## config.mk

```make
export PLATFORM = sky130hd
export DESIGN_NAME = req_arbiter_flat
export DESIGN_NICKNAME = d
export VERILOG_FILES = /design/src/rtl/arb_pkg.sv /design/src/rtl/req_arbiter_if.sv /design/src/rtl/rr_prio_pick.sv /design/src/rtl/req_arbiter.sv /design/src/flat_wrapper.sv
export SDC_FILE = /design/constraint.sdc
export NUM_CORES = 1
export LEC_CHECK = 0
export CORE_AREA = 2 2 39 41
export DETAILED_ROUTE_END_ITERATION = 7
export DIE_AREA = 0 0 41 43
export DONT_BUFFER_PORTS = 1
export PLACE_DENSITY = 0.83
export SLEW_MARGIN = 10
export SYNTH_ARGS = -nofsm -noshare
export SYNTH_HDL_FRONTEND = slang
export SYNTH_SLANG_ARGS = --single-unit
export TNS_END_PERCENT = 5
```

## constraint.sdc

```tcl
create_clock -name clk -period 4.3 [get_ports clk]
set_input_delay 0.86 -clock clk [delete_from_list [all_inputs] [get_ports clk]]
set_output_delay 0.86 -clock clk [all_outputs]
set_load 0.02 [all_outputs]
```

## src/rtl/arb_pkg.sv

```systemverilog
// Shared state encodings, policy constants and sizing helper for the request arbiter.
package arb_pkg;

    typedef enum logic {
        IDLE  = 1'b0,
        GRANT = 1'b1
    } arb_state_e;

    localparam logic MODE_FIXED = 1'b0;
    localparam logic MODE_RR    = 1'b1;

    // Hold counter width; a single-cycle hold limit still needs one bit to compare against.
    function automatic int cnt_width(input int hold_max);
        return (hold_max > 1) ? $clog2(hold_max) : 1;
    endfunction

endpackage

```

## src/rtl/req_arbiter_if.sv

```systemverilog
// Request/grant bundle between the requesters (master) and the arbiter (slave).
interface req_arbiter_if #(
    parameter int IDX_W = 2
);
    localparam int N = 1 << IDX_W;

    logic             en;
    logic             mode;
    logic [N-1:0]     req;
    logic [N-1:0]     gnt;
    logic [IDX_W-1:0] gnt_idx;
    logic             gnt_valid;

    modport master (
        output en,
        output mode,
        output req,
        input  gnt,
        input  gnt_idx,
        input  gnt_valid
    );

    modport slave (
        input  en,
        input  mode,
        input  req,
        output gnt,
        output gnt_idx,
        output gnt_valid
    );

endinterface

```

## src/rtl/rr_prio_pick.sv

```systemverilog
// Combinational downward priority search with wrap-around: rotate, pick first, unrotate.
module rr_prio_pick
    import arb_pkg::*;
#(
    parameter int IDX_W = 2
) (
    input  logic [(1<<IDX_W)-1:0] req_i,
    input  logic [IDX_W-1:0]      start_i,
    input  logic                  mode_i,
    output logic [IDX_W-1:0]      idx_o,
    output logic                  valid_o
);
    localparam int N = 1 << IDX_W;

    logic [IDX_W-1:0] base;
    logic [N-1:0]     rot;
    logic [IDX_W-1:0] off;

    // Fixed priority is simply a downward search that always starts at the top index.
    always_comb begin
        base = (mode_i == MODE_RR) ? start_i : IDX_W'(N - 1);
    end

    // rot[k] is the request k positions below base, wrapping modulo N.
    always_comb begin
        rot = '0;
        for (int k = 0; k < N; k++) begin
            rot[k] = req_i[base - IDX_W'(k)];
        end
    end

    always_comb begin
        off     = '0;
        valid_o = 1'b0;
        for (int k = N - 1; k >= 0; k--) begin
            if (rot[k]) begin
                off     = IDX_W'(k);
                valid_o = 1'b1;
            end
        end
    end

    assign idx_o = base - off;

endmodule

```

## src/rtl/req_arbiter.sv

```systemverilog
// Two-state arbiter with fixed or round-robin policy, bounded hold time and registered one-hot grant.
module req_arbiter
    import arb_pkg::*;
#(
    parameter int IDX_W    = 2,
    parameter int HOLD_MAX = 8
) (
    input  logic          clk,
    input  logic          rst,
    req_arbiter_if.slave  bus
);
    localparam int                N        = 1 << IDX_W;
    localparam int                CNT_W    = cnt_width(HOLD_MAX);
    localparam logic [CNT_W-1:0]  CNT_LAST = CNT_W'(HOLD_MAX - 1);

    arb_state_e       state_q, state_d;
    logic [N-1:0]     gnt_q, gnt_d;
    logic [IDX_W-1:0] idx_q, idx_d;
    logic             valid_q, valid_d;
    logic [CNT_W-1:0] cnt_q, cnt_d;
    logic [IDX_W-1:0] last_q, last_d;

    logic [IDX_W-1:0] start_idx;
    logic [IDX_W-1:0] win_idx;
    logic             win_valid;
    logic             drop_grant;

    // The last winner gets lowest priority, so the search begins just below it.
    assign start_idx = last_q - IDX_W'(1);

    rr_prio_pick #(
        .IDX_W (IDX_W)
    ) u_pick (
        .req_i   (bus.req),
        .start_i (start_idx),
        .mode_i  (bus.mode),
        .idx_o   (win_idx),
        .valid_o (win_valid)
    );

    assign drop_grant = !bus.req[idx_q] || !bus.en || (cnt_q == CNT_LAST);

    always_comb begin
        state_d = state_q;
        gnt_d   = gnt_q;
        idx_d   = idx_q;
        valid_d = valid_q;
        cnt_d   = cnt_q;
        last_d  = last_q;
        case (state_q)
            IDLE: begin
                if (bus.en && win_valid) begin
                    state_d = GRANT;
                    gnt_d   = N'(1) << win_idx;
                    idx_d   = win_idx;
                    valid_d = 1'b1;
                    cnt_d   = '0;
                    last_d  = win_idx;
                end
            end
            GRANT: begin
                // Leaving GRANT always lands in IDLE, which guarantees the one-cycle gap.
                if (drop_grant) begin
                    state_d = IDLE;
                    gnt_d   = '0;
                    idx_d   = '0;
                    valid_d = 1'b0;
                    cnt_d   = '0;
                end else begin
                    cnt_d = cnt_q + CNT_W'(1);
                end
            end
            default: begin
                state_d = IDLE;
                gnt_d   = '0;
                idx_d   = '0;
                valid_d = 1'b0;
                cnt_d   = '0;
            end
        endcase
    end

    always_ff @(posedge clk) begin
        if (rst) begin
            state_q <= IDLE;
            gnt_q   <= '0;
            idx_q   <= '0;
            valid_q <= 1'b0;
            cnt_q   <= '0;
            last_q  <= '0;
        end else begin
            state_q <= state_d;
            gnt_q   <= gnt_d;
            idx_q   <= idx_d;
            valid_q <= valid_d;
            cnt_q   <= cnt_d;
            last_q  <= last_d;
        end
    end

    assign bus.gnt       = gnt_q;
    assign bus.gnt_idx   = idx_q;
    assign bus.gnt_valid = valid_q;

endmodule

```

## src/flat_wrapper.sv

```systemverilog
// flat-port wrapper written by rule: the top's interface ports become plain ports
module req_arbiter_flat import arb_pkg::*;
#(
    parameter int IDX_W    = 2,
    parameter int HOLD_MAX = 8
)
  (clk, rst, bus_en, bus_mode, bus_req, bus_gnt, bus_gnt_idx, bus_gnt_valid);
  req_arbiter_if #(.IDX_W(IDX_W)) bus_i ();
  input  logic clk;
  input  logic rst;
  input wire logic [$bits(bus_i.en)-1:0] bus_en;
  input wire logic [$bits(bus_i.mode)-1:0] bus_mode;
  input wire logic [$bits(bus_i.req)-1:0] bus_req;
  output wire logic [$bits(bus_i.gnt)-1:0] bus_gnt;
  output wire logic [$bits(bus_i.gnt_idx)-1:0] bus_gnt_idx;
  output wire logic [$bits(bus_i.gnt_valid)-1:0] bus_gnt_valid;
  assign bus_i.en = bus_en;
  assign bus_i.mode = bus_mode;
  assign bus_i.req = bus_req;
  assign bus_gnt = bus_i.gnt;
  assign bus_gnt_idx = bus_i.gnt_idx;
  assign bus_gnt_valid = bus_i.gnt_valid;
  req_arbiter #(.IDX_W(IDX_W), .HOLD_MAX(HOLD_MAX)) u_core (.clk(clk), .rst(rst), .bus(bus_i));
endmodule
```

Yosys cells after proc, flatten, opt, wreduce, memory -nomap -nowiden. Index checks and enable logic that the tools add are counted.

Bits in registers: 13. Input bits: 8. Output and inout port bits: 7. Logic and storage cells: 63.

Add/subtract/negate cells: 6. Magnitude comparators: 5. Equality and inequality tests: 3. Shifts and indexed selects: 1. Multiplexer cells: 34. Bitwise logic cells: 1. Reductions and logical operators: 7.

Operators with widths (number): $lt A2 B3 Y1 const B (5); $mux W2 (7); $mux W1 (13); $bmux W1 S2 (5); $mux W4 (2); $pmux W4 S2 (1); $mux W3 (2); $pmux W3 S2 (1); $pmux W1 S2 (2); $pmux W2 S2 (1); $reduce_and A2 Y1 (2); $shl A1 B2 Y4 const A (1); $sub A2 B1 Y2 const B (2); $sub A2 B2 Y2 const B (2); $add A3 B1 Y3 const B (1); $eq A3 B3 Y1 const B (1); $logic_not A1 Y1 (2); $logic_or A1 B1 Y1 (2); $ne A2 B1 Y1 const B (1); $ne A2 B2 Y1 const B (1); $sub A2 B2 Y2 (1); $logic_and A1 B1 Y1 (1); $not A1 Y1 (1).

Depth between registers and ports, before layout.
Depth in word-level cells: 13. Mapped depth: 10. Gate-level depth less buffers: 10.

Cells and area by module. Synthesis repeated with hierarchy kept, for this count alone.

Cell total of the unflattened synthesis: 97. Area, all modules: 840.8 um2.

Modules (own cells, without submodules): req_arbiter (times used 1, cells each 59, area each 579.3 um2, seq. area each 260.2 um2); rr_prio_pick (times used 1, cells each 38, area each 261.5 um2, seq. area each 0.0 um2).

Worst setup path after synthesis. Ideal clock, no wire load.

Path kind: input to register. From: in bus_mode. To: reg u_core.gnt_q[0] (netlist: u_core.bus.gnt[0]). Library setup time: 0.117 ns. Data arrival time: 2.259 ns. Data required time: 4.183 ns. Slack: 1.924 ns. Stages on the path: 10. Buffers on the path: 0. Cell sequence: nand2_2 inv_1 a21oi_1 o21ai_0 nor2_1 nor2_1 ha_1 xor2_1 xnor2_1 a32o_2.

Cells in the longest elaborated chain, start to end: 12. Elaborated cells between the ends (all ways): 27. Those cells by class: add/sub (4); eq/ne (1); shift (1); mux (19); reduce/logical (2).

RTL lines: start: declaration (RTL line flat_wrapper.sv:12) `input wire logic [$bits(bus_i.mode)-1:0] bus_mode;`; $mux W2 (*) (RTL line rr_prio_pick.sv:21) `base = (mode_i == MODE_RR) ? start_i : IDX_W'(N - 1);`; $sub A2 B2 Y2 (RTL line rr_prio_pick.sv:28) `rot[k] = req_i[base - IDX_W'(k)];`; $bmux W1 S2 (RTL line rr_prio_pick.sv:28); $mux W1 (implied by the code) (RTL line rr_prio_pick.sv:28); $mux W2 (4 in series) (RTL line rr_prio_pick.sv:36) `if (rot[k]) begin`; $sub A2 B2 Y2 (RTL line rr_prio_pick.sv:43) `assign idx_o = base - off;`; $shl A1 B2 Y4 (RTL line req_arbiter.sv:54) `gnt_d = N'(1) << win_idx;`; $mux W4 (RTL line req_arbiter.sv:52) `if (bus.en && win_valid) begin`; $pmux W4 S2 (RTL line req_arbiter.sv:50) `case (state_q)`; end signal: assignment (RTL line req_arbiter.sv:93) `gnt_q <= gnt_d;`; end: declaration (RTL line req_arbiter.sv:17) `logic [N-1:0] gnt_q, gnt_d;`.

Mark *: on every way between the ends. The rest lies on a longest branch, timed or not. The select of a mux whose other input is x is not followed. A chain may end at the register's enable or synchronous reset.

Final worst setup path. Same ends and word-level chain as after synthesis.

==> out/results.txt <==
Setup Skew: 0.00764 ns
Placer Congestion: 0.773
Worst-path maximum fanout: 7
EDFF count, synth: 0
Syn avg cell area: 8.96 sq um
Seq. cell area: 260 sq um
Total Routing Usage GR: 0.173
Pwr/cell area: 356 nW/um^2
Placed insts: 99
Area Growth Syn to Fin: 4.27%
Psw: 0.0887 mW
Crit end category: flip-flop
Kind of critical path: input pin to flip-flop
Total gr overflow: 0
Hold path startpoint: u_core.cnt_q[1]$_SDFFE_PP0P_
Tmin final: 2.29 ns
Switch share: 0.314
Worst-Margin Slew: 0.375 ns
Max Clock Freq: 436 MHz
Worst hold path class: flip-flop to flip-flop
First-pass GRT wire length: 2.13 mm
I/O Buffers: 0
Resize count post-CTS: 0
Top-count cell post-synth: nor2_1
Commonest cells post-synth: nor2_1 (15), dfxtp_1 (13), a21oi_1 (7), nand2_1 (6)
FP Rows: 14
Status: finished, final reports clean
CTS tree: built
Startpoint types: input pin
Gate power share: 0.220
Max Slew Vio Count: 0
Hold path cells: 2
Area leader, netlist: dfxtp_1
Core ar.: 1380 sq um
Initial DRC count: 11
Ranking of synthesized cells by area: dfxtp_1 (34%), nor2_1 (7.4%), mux4_2 (5.9%)
Diode count: 0
Fin. Hold Viols: 0
Critical path arrival: 2.46 ns
Final wirelength: 1.34 mm
Critical R2R Capture: u_core.bus.gnt[0]$_SDFFE_PP0P_
Clock Sink Count: 13
Initial Util: 0.551
Final hold slack: 0.512 ns
Asr flop ratio synth: 0
Non-Filler Instances: 103
Worst R2R Start: u_core.last_q[1]$_SDFFE_PP0P_
FILL cells: 130
Req. time, crit path: 4.46 ns
Register area share after synthesis: 0.342
Cell area after synthesis: 762 sq um
Hold_buf cts: 0
First-pass iteration count of the detailed router: 4
Area of the multi-input gates: 475 sq um
Top cell type's share of synthesized area: 0.342
Leakage power: 0.352 nW
Post-Syn Instances: 85
R2r setup slk: 2.09 ns
Layout cells sized above 1: 0.149
H-tree levels: 1
Synth cell types: 32
Worst-Skew Late Latency: 0.27 ns
Die area: 1760 sq um
Max clock buf depth: 2
Die Width: 41 um
Vias in the first global route: 537
Endpoints failing setup: 0
Syn. warnings: 0
R2r worst-path depth: 8
Die Ht: 43 um
Final critical-path share of the clock period: 0.534
Setup TNS after final layout: 0 ns
Seq pwr share: 0.523
Max-slew headroom: 0.749
Clock Tree Root: clkbuf_4
Peak VDD IR: 0.192 mV
I/O Pins: 15
Post-route ant nets: 0
Post-CTS Setup Bufs: 0
Vias per cell: 5.96
Max Cap Viol: 0
Clk pwr share: 0.257
DR DRC count: 0
Syn nets: 96
Final #Nets: 99
Top_reg_cell synth: dfxtp_1
Routed WL per cell: 13.0 um
Cts bufs inserted: 3
Seq cells post-synth: 13
Hpwl dp: 1.08 mm
Unrepaired setup endpoints after global routing: no
Via count: 614
Largest net degree at the start of global routing: 11
Pint: 0.194 mW
Initial antenna violation count: 0
Worst hold endpoint: u_core.cnt_q[1]$_SDFFE_PP0P_
Clock transition at path regs: 0.08 ns
[registers in the layout, indices dropped and copies added, names as in the netlist]
signal / count
u_core.state_q: 1
u_core.bus.gnt: 4
u_core.bus.gnt_valid: 1
u_core.cnt_q: 3
u_core.bus.gnt_idx: 2
u_core.last_q: 2
[layout make-up]
type                    count  share of cell area
well taps                  16              0.0252
clock buffers               3              0.0283
clock inverters             1             0.00630
inverters                   3              0.0142
multi-input cells          67               0.598
flip-flops and latches     13               0.328
[per-layer routing]
metal  track usage  vias up  share of wire
li1              -      317              -
met1         0.257      282           0.51
met2         0.238       15           0.44
met3        0.0262        0          0.051
met4        0.0800        0              0
met5             0        -              0
[power groups by stage]
stage | sequential (mW) | clock (mW) | combinational (mW)
4_1_cts | 0.148 | 0.0752 | 0.0620
3_3_place_gp | 0.150 | 0 | 0.0607
2_1_floorplan | 0.146 | 0 | 0.0577
5_1_grt | 0.150 | 0.0808 | 0.0697
3_5_place_dp | 0.151 | 0 | 0.0614
6_report | 0.148 | 0.0727 | 0.0621
[worst max-delay path, stage by stage]
cell	delay (ns)
nand2_2	0.10
inv_1	0.09
a21oi_1	0.24
o21ai_0	0.14
nor2_1	0.10
nor2_1	0.05
ha_1	0.18
xor2_1	0.26
xnor2_1	0.16
a32o_2	0.28
[placed cells by master, fill, tap and decap left out, drive strengths merged]
cell type,n
mux4,2
a21boi,1
nor3,1
a21oi,7
dfxtp,13
clkinv,1
a32o,4
xor2,3
a21o,1
clkbuf,3
a211oi,4
inv,3
a22oi,2
ha,3
a221oi,1
and4bb,1
o22ai,1
o21ai,2
and3,1
or2,3
or4,1
nor2,15
nand2,7
mux2i,2
a22o,1
o211a,1
o21a,1
nand4b,1
xnor2,1
[how the worst max path moves through the flow]
stage | start | endpoint | slack [ns] | cells after the start
final | bus_mode | u_core.bus.gnt[0]$_SDFFE_PP0P_ | 2.01 | 10
after global routing | bus_mode | u_core.bus.gnt[0]$_SDFFE_PP0P_ | 1.89 | 10
after CTS | bus_mode | u_core.bus.gnt[0]$_SDFFE_PP0P_ | 2.02 | 10
after detailed placement | bus_mode | u_core.bus.gnt[0]$_SDFFE_PP0P_ | 1.76 | 10
after global placement | bus_mode | u_core.bus.gnt[0]$_SDFFE_PP0P_ | 1.79 | 10
after floorplan | bus_mode | u_core.bus.gnt[0]$_SDFFE_PP0P_ | 1.92 | 10
[metrics by stage]
stage | total power [mW] | worst slack (ns) | cell area [sq um] | utilization
2_1_floorplan | 0.204 | 1.92 | 762 | -
3_3_place_gp | 0.211 | 1.79 | 767 | 0.554
3_5_place_dp | 0.212 | 1.76 | 767 | 0.554
4_1_cts | 0.285 | 2.02 | 795 | 0.574
5_1_grt | 0.300 | 1.89 | 795 | 0.574
6_report | 0.283 | 2.01 | 795 | 0.574
[cell families after synthesis]
group                      after synthesis  synth area share
and+or+nand+nor                         30             0.190
AOI/OAI and AO/OA                       26             0.253
DFF                                     13             0.342
buffers and inverters                    5            0.0345
xor gates and xnor gates                 4            0.0460
muxes                                    4            0.0854
adders and majority gates                3            0.0493
(Power assumes the default switching activity.)
